## src/rtl/cpu_pkg.sv

```systemverilog
`default_nettype none
// +----------------------------------------------------------------------------+
// | Package  : cpu_pkg                                                         |
// | Purpose  : Shared types and constants for the memory bus arbiter slice.   |
// | Revision : 1.0 - initial release                                           |
// +----------------------------------------------------------------------------+
package cpu_pkg;

    // Arbiter FSM encoding; explicit 2-bit width and fixed codes
    typedef enum logic [1:0] {
        ARB_IDLE = 2'd0,
        ARB_ADDR = 2'd1,
        ARB_DATA = 2'd2
    } arb_state_t;

    // Requester indices on the shared RAM port
    localparam int REQ_CPU = 0;
    localparam int REQ_DMA = 1;
    localparam int REQ_IO  = 2;

    // Bits needed to hold 0..n-1, never less than one bit
    function automatic int clog2_min1(input int n);
        return (n > 1) ? $clog2(n) : 1;
    endfunction

endpackage
`default_nettype wire

```

## src/rtl/rr_arbiter.sv

```systemverilog
`default_nettype none
// +----------------------------------------------------------------------------+
// | Module   : rr_arbiter                                                      |
// | Purpose  : Combinational round-robin pick: first asserted request at or   |
// |            above the pointer, wrapping around; one-hot and index outputs. |
// | Revision : 1.0 - initial release                                           |
// +----------------------------------------------------------------------------+
module rr_arbiter
    import cpu_pkg::*;
#(
    parameter int NUM_REQ = 3,
    parameter int PTR_W   = 2
) (
    input  logic [NUM_REQ-1:0] i_req,
    input  logic [PTR_W-1:0]   i_rr_ptr,
    output logic               o_valid,
    output logic [NUM_REQ-1:0] o_win_oh,
    output logic [PTR_W-1:0]   o_win_idx
);

    localparam logic [PTR_W:0] c_num_req = (PTR_W + 1)'(NUM_REQ);

    logic [2*NUM_REQ-1:0] w_req_dbl;
    logic [NUM_REQ-1:0]   w_req_rot;
    logic [PTR_W-1:0]     w_off;
    logic [PTR_W:0]       w_sum;

    // Rotating the doubled vector puts the pointer's requester at bit 0
    assign w_req_dbl = {i_req, i_req};
    assign w_req_rot = w_req_dbl[i_rr_ptr +: NUM_REQ];

    // Lowest set bit of the rotated vector is the distance to the winner
    always_comb begin
        o_valid = 1'b0;
        w_off   = '0;
        for (int k = 0; k < NUM_REQ; k++) begin
            if (!o_valid && w_req_rot[k]) begin
                o_valid = 1'b1;
                w_off   = PTR_W'(k);
            end
        end
    end

    // Undo the rotation with a modulo-NUM_REQ add
    assign w_sum     = {1'b0, i_rr_ptr} + {1'b0, w_off};
    assign o_win_idx = (w_sum >= c_num_req) ? PTR_W'(w_sum - c_num_req) : w_sum[PTR_W-1:0];
    assign o_win_oh  = o_valid ? (NUM_REQ'(1) << o_win_idx) : '0;

endmodule
`default_nettype wire

```

## src/rtl/mem_bus_arbiter.sv

```systemverilog
`default_nettype none
// +----------------------------------------------------------------------------+
// | Module   : mem_bus_arbiter                                                 |
// | Purpose  : Shares one synchronous RAM port among NUM_REQ requesters with  |
// |            round-robin grant, locked bursts and one transfer in flight.   |
// | Revision : 1.0 - initial release                                           |
// +----------------------------------------------------------------------------+
module mem_bus_arbiter
    import cpu_pkg::*;
#(
    parameter int NUM_REQ   = 3,
    parameter int ADDR_W    = 8,
    parameter int DATA_W    = 8,
    parameter int MAX_BURST = 4
) (
    input  logic                      clk,
    input  logic                      reset_cycle,
    input  logic [NUM_REQ-1:0]        req,
    input  logic [NUM_REQ-1:0]        lock,
    input  logic [NUM_REQ-1:0]        we,
    input  logic [NUM_REQ*ADDR_W-1:0] addr,
    input  logic [NUM_REQ*DATA_W-1:0] wdata,
    output logic [NUM_REQ-1:0]        gnt,
    output logic [NUM_REQ-1:0]        ack,
    output logic [DATA_W-1:0]         rdata,
    output logic                      busy,
    output logic                      mem_en,
    output logic                      mem_we,
    output logic [ADDR_W-1:0]         mem_addr,
    output logic [DATA_W-1:0]         mem_wdata,
    input  logic [DATA_W-1:0]         mem_rdata
);

    localparam int c_ptr_w   = clog2_min1(NUM_REQ);
    localparam int c_burst_w = clog2_min1(MAX_BURST);

    // Last beat index allowed under lock; with MAX_BURST=1 no extra beat is possible
    localparam logic [c_burst_w-1:0] c_burst_last = c_burst_w'(MAX_BURST - 1);
    localparam logic [c_ptr_w-1:0]   c_last_idx   = c_ptr_w'(NUM_REQ - 1);

    arb_state_t           r_state;
    arb_state_t           w_state_nxt;
    logic [c_ptr_w-1:0]   r_idx;
    logic [c_ptr_w-1:0]   r_rr_ptr;
    logic [c_ptr_w-1:0]   w_ptr_next;
    logic [c_burst_w-1:0] r_burst_cnt;
    logic                 w_win_valid;
    logic [NUM_REQ-1:0]   w_win_oh;
    logic [c_ptr_w-1:0]   w_win_idx;
    logic                 w_burst_more;

    rr_arbiter #(
        .NUM_REQ (NUM_REQ),
        .PTR_W   (c_ptr_w)
    ) u_rr_arbiter (
        .i_req     (req),
        .i_rr_ptr  (r_rr_ptr),
        .o_valid   (w_win_valid),
        .o_win_oh  (w_win_oh),
        .o_win_idx (w_win_idx)
    );

    // Another beat only while the owner still requests, holds lock and has budget left
    assign w_burst_more = lock[r_idx] && req[r_idx] && (r_burst_cnt < c_burst_last);
    assign w_ptr_next   = (r_idx == c_last_idx) ? '0 : r_idx + 1'b1;

    // State register
    always_ff @(posedge clk or posedge reset_cycle) begin
        if (reset_cycle) r_state <= ARB_IDLE;
        else             r_state <= w_state_nxt;
    end

    // Next-state: arbitrate in IDLE, address then data phase, optional burst loop
    always_comb begin
        w_state_nxt = r_state;
        case (r_state)
            ARB_IDLE: if (w_win_valid) w_state_nxt = ARB_ADDR;
            ARB_ADDR: w_state_nxt = ARB_DATA;
            ARB_DATA: w_state_nxt = w_burst_more ? ARB_ADDR : ARB_IDLE;
            default:  w_state_nxt = ARB_IDLE;
        endcase
    end

    // RAM port is driven only during the address phase, from the owner's slice
    always_comb begin
        mem_en    = 1'b0;
        mem_we    = 1'b0;
        mem_addr  = '0;
        mem_wdata = '0;
        busy      = (r_state != ARB_IDLE);
        if (r_state == ARB_ADDR) begin
            mem_en    = 1'b1;
            mem_we    = we[r_idx];
            mem_addr  = addr[r_idx*ADDR_W +: ADDR_W];
            mem_wdata = wdata[r_idx*DATA_W +: DATA_W];
        end
    end

    // Grant, completion pulse, read data capture, burst count and fairness pointer
    always_ff @(posedge clk or posedge reset_cycle) begin
        if (reset_cycle) begin
            gnt         <= '0;
            ack         <= '0;
            rdata       <= '0;
            r_idx       <= '0;
            r_burst_cnt <= '0;
            r_rr_ptr    <= '0;
        end else begin
            ack <= '0;
            case (r_state)
                ARB_IDLE: begin
                    if (w_win_valid) begin
                        gnt   <= w_win_oh;
                        r_idx <= w_win_idx;
                    end
                end
                ARB_DATA: begin
                    ack <= gnt;
                    if (!we[r_idx]) rdata <= mem_rdata;
                    if (w_burst_more) begin
                        r_burst_cnt <= r_burst_cnt + 1'b1;
                    end else begin
                        gnt         <= '0;
                        r_burst_cnt <= '0;
                        r_rr_ptr    <= w_ptr_next;
                    end
                end
                default: ;
            endcase
        end
    end

endmodule
`default_nettype wire

```

## config.mk

```make
export PLATFORM = sky130hd
export DESIGN_NAME = mem_bus_arbiter
export DESIGN_NICKNAME = d
export VERILOG_FILES = /design/src/rtl/cpu_pkg.sv /design/src/rtl/rr_arbiter.sv /design/src/rtl/mem_bus_arbiter.sv
export SDC_FILE = /design/constraint.sdc
export NUM_CORES = 1
export LEC_CHECK = 0
export ABC_AREA = 1
export BUFFER_PORTS_ARGS = -buffer_cell sky130_fd_sc_hd__buf_2
export CORE_MARGIN = 8
export CORE_UTILIZATION = 44
export CTS_BUF_LIST = sky130_fd_sc_hd__clkbuf_16
export CTS_CLUSTER_SIZE = 16
export DETAILED_ROUTE_END_ITERATION = 10
export PLACE_DENSITY = 0.8
export SYNTH_ARGS = -nofsm -noshare
export SYNTH_HDL_FRONTEND = slang
export SYNTH_SLANG_ARGS = --single-unit
```

## constraint.sdc

```tcl
create_clock -name clk -period 2.6 [get_ports clk]
set_input_delay 0.13 -clock clk [delete_from_list [all_inputs] [get_ports clk]]
set_output_delay 0.13 -clock clk [all_outputs]
set_load 0.1 [all_outputs]
```

==> metrics.cfg <==
[routing]
drc = 0
wl_per_cell_um = 12.26
ant_nets = 0
routed_wl_um = 4991
vias = 1922
first_pass_iters = 4
via_per_inst = 4.722
drt_iter0_markers = 75

[yosys]
postSynthCellCount = 259
synth-async-reset-ratio_pct = 100.0
ys_seq_area_share_pct = 32.00
yosys-top-cells-count = 105 x nand2_1, 42 x inv_1, 36 x nand3_1, 22 x dfrtp_1, 8 x o21ai_2
synth_fp_nets = 330
synth_top_area_cell = dfrtp_1
synth-edff-count = 0
synth.most_common_cell = nand2_1
synth_seq_cells = 22
synthFlopType = dfrtp_1
syn_area_per_cell_um2 = 6.642
synthAdderAreaFrac_pct = 3.345
synth_compound_area_share_pct = 6.255
synth_top_family_by_area = simple AND/OR/NAND/NOR gates
yosys-mux-area-fraction_pct = 0
synthDominantCellAreaShare_pct = 32.00
synth_cell_type_count = 26
yosys-top-cells-area = dfrtp_1 32%, nand2_1 23%, nand3_1 10%
post_synth_xor_area_fraction_pct = 0
netlist_area_um2 = 1720
synthSimpleGateAreaFrac_pct = 45.16
ys_warn_count = 0

[sta]
period_share_pct = 96.24
finalCriticalPeriod_ps = 2502
worst_pin_slew_ps = 796.6
setup_viol = 0
fin_hold_ws_ps = 30.17
slew_viol_final = 0
fmax_mhz = 399.6
relSlewSlack_pct = 46.83
fin_skew_ps = 1.521
hold_violations = 0

[cells_and_area]
drive_gt1_share_pct = 42.90
layout.nets = 431
instances_no_fill = 407
area_delta_synth_final_pct = 39.35
antenna_cells = 0
postLayoutCellArea_um2 = 2397

[global_routing]
grt_pass1_vias = 1816
grt_max_degree = 23
grt_pass1_wl_um = 7928
antenna_found_initial = 0
grt_usage_pct = 14.94
overflow = 0

[clock_tree]
clock_path_buffers = 2
cts_hold_buffers = 0
worstSkewPairLatency_ps = 250
cts_tree = built
cts_buffers = 3
htreeDepth = 1
clk_pin_slew_ps = 60
cts_sinks = 22
ctsRootBufferMaster = clkbuf_16

[critical_path]
arrival_ps = 2690
cp.required_ps = 2790
reg2regPathDepth = 17
crit_path_end_kind = register
crit_path_max_fanout = 6
reg2reg_from = r_rr_ptr[0]
r2r_end = gnt[1]
r2r_slack_ps = 100
cp-start-kind = register
critical_path_class = reg -> reg

[floorplanning]
start_util_pct = 46.30
dieArea_um2 = 6167
pin_count = 100
die_w_um = 78.53
row_count = 22
coreArea_um2 = 3716
die_y_um = 78.53

[placed_design]
placed_area_um2 = 2221
portBuffers = 99
dp.cells = 399
place_hpwl_um = 3889
routabilityCongestion = 0.8575

[worst_hold_path]
min_path_type = in -> async

[run_status]
outcome = complete, no violations

[flow_run]
drv_cap = 0

==> per-layer routing <==
layer	global-route usage (%)	up-vias	part of all wire [%]
met5	0	-	0
met4	2.222	0	0.50
met1	17.59	843	40
met3	5.581	2	11
li1	-	998	-
met2	25.68	79	48
==> placed cells by master (no fill, tap or decap) <==
cell / Yosys / layout
a21oi_2: 0 / 1
nand3_4: 2 / 2
nor2_1: 7 / 7
nand4_1: 2 / 2
o21ai_0: 2 / 1
inv_4: 0 / 1
fa_1: 1 / 1
ha_1: 3 / 1
o21ai_2: 8 / 9
clkinv_1: 1 / 2
nand3_2: 2 / 8
buf_4: 1 / 4
nand2_4: 2 / 2
nor2_2: 1 / 1
clkbuf_16: 0 / 3
ha_2: 0 / 1
dfrtp_1: 22 / 20
nand2_2: 6 / 10
inv_2: 3 / 6
a22oi_2: 1 / 1
inv_1: 42 / 38
nor2_8: 1 / 1
nand3_1: 36 / 30
buf_2: 2 / 99
o21ai_1: 2 / 2
nand2_1: 105 / 101
dfrtp_2: 0 / 2
nor2_4: 2 / 2
ha_4: 0 / 1
==> cell families after synthesis <==
family                     Yosys count
buffers and inverters               53
AOI/OAI and AO/OA                   14
DFF                                 22
and+or+nand+nor                    166
adders and majority gates            4
==> how the worst max path moves through the flow <==
stage / end / slack [ps] / cells after the start / startpoint
after CTS: gnt[1] / 1 / 17 / r_rr_ptr[0]
after floorplan: mem_addr[0] / 30 / 6 / r_state[1]
after global routing: gnt[1] / -40 / 17 / r_rr_ptr[0]
final: gnt[1] / 100 / 17 / r_rr_ptr[0]
after global placement: gnt[1] / 70 / 17 / r_rr_ptr[0]
after detailed placement: gnt[1] / 10 / 17 / r_rr_ptr[0]
==> flip-flops by register name, indices dropped and copies added, names as in the netlist <==
register / cells
r_rr_ptr: 2
r_state: 2
gnt: 3
r_burst_cnt: 2
rdata: 8
r_idx: 2
ack: 3
==> critical path, cell delays in order (launching register included) <==
cell and delay, ps:
dfrtp_2 440, inv_2 90, nand2_2 80, nand3_2 90, nand2_2 60, a21oi_2 100
ha_2 180, inv_2 40, fa_1 580, inv_2 70, ha_4 160, inv_4 50
nand3_2 60, o21ai_2 170, inv_1 70, nor2_1 100, nand2_1 60, nand2_1 50
==> layout make-up <==
class                           count  area (µm²)
Fill cell                         360        1319
Clock buffer                        3       75.07
Clock inverter                      1       3.754
Sequential cell                    22       553.0
Tap cell                           48       60.06
Multi-Input combinational cell    184        1005
Timing Repair Buffer              103       525.5
Inverter                           46       175.2
==> per-stage QoR <==
stage | setup slack (ps) | util, % | setup TNS [ps]
2_1_floorplan | 34.75 | - | 0
3_3_place_gp | 72.37 | 59.76 | 0
3_5_place_dp | 9.875 | 59.76 | 0
4_1_cts | 1.288 | 61.89 | 0
5_1_grt | -36.85 | 64.51 | -77.53
6_report | 97.65 | 64.51 | 0
==> repair_timing <==
| action | 4_1_cts | 5_1_grt |
|---|---|---|
| endpoints found under the setup margin | 0 | 5 |
| buffers inserted | 0 | 4 |
| resized for setup | 0 | 23 |
Power is left out: the tool's default activity adds up to more than one toggle a clock period on the data nets, which glitch-free logic cannot reach.
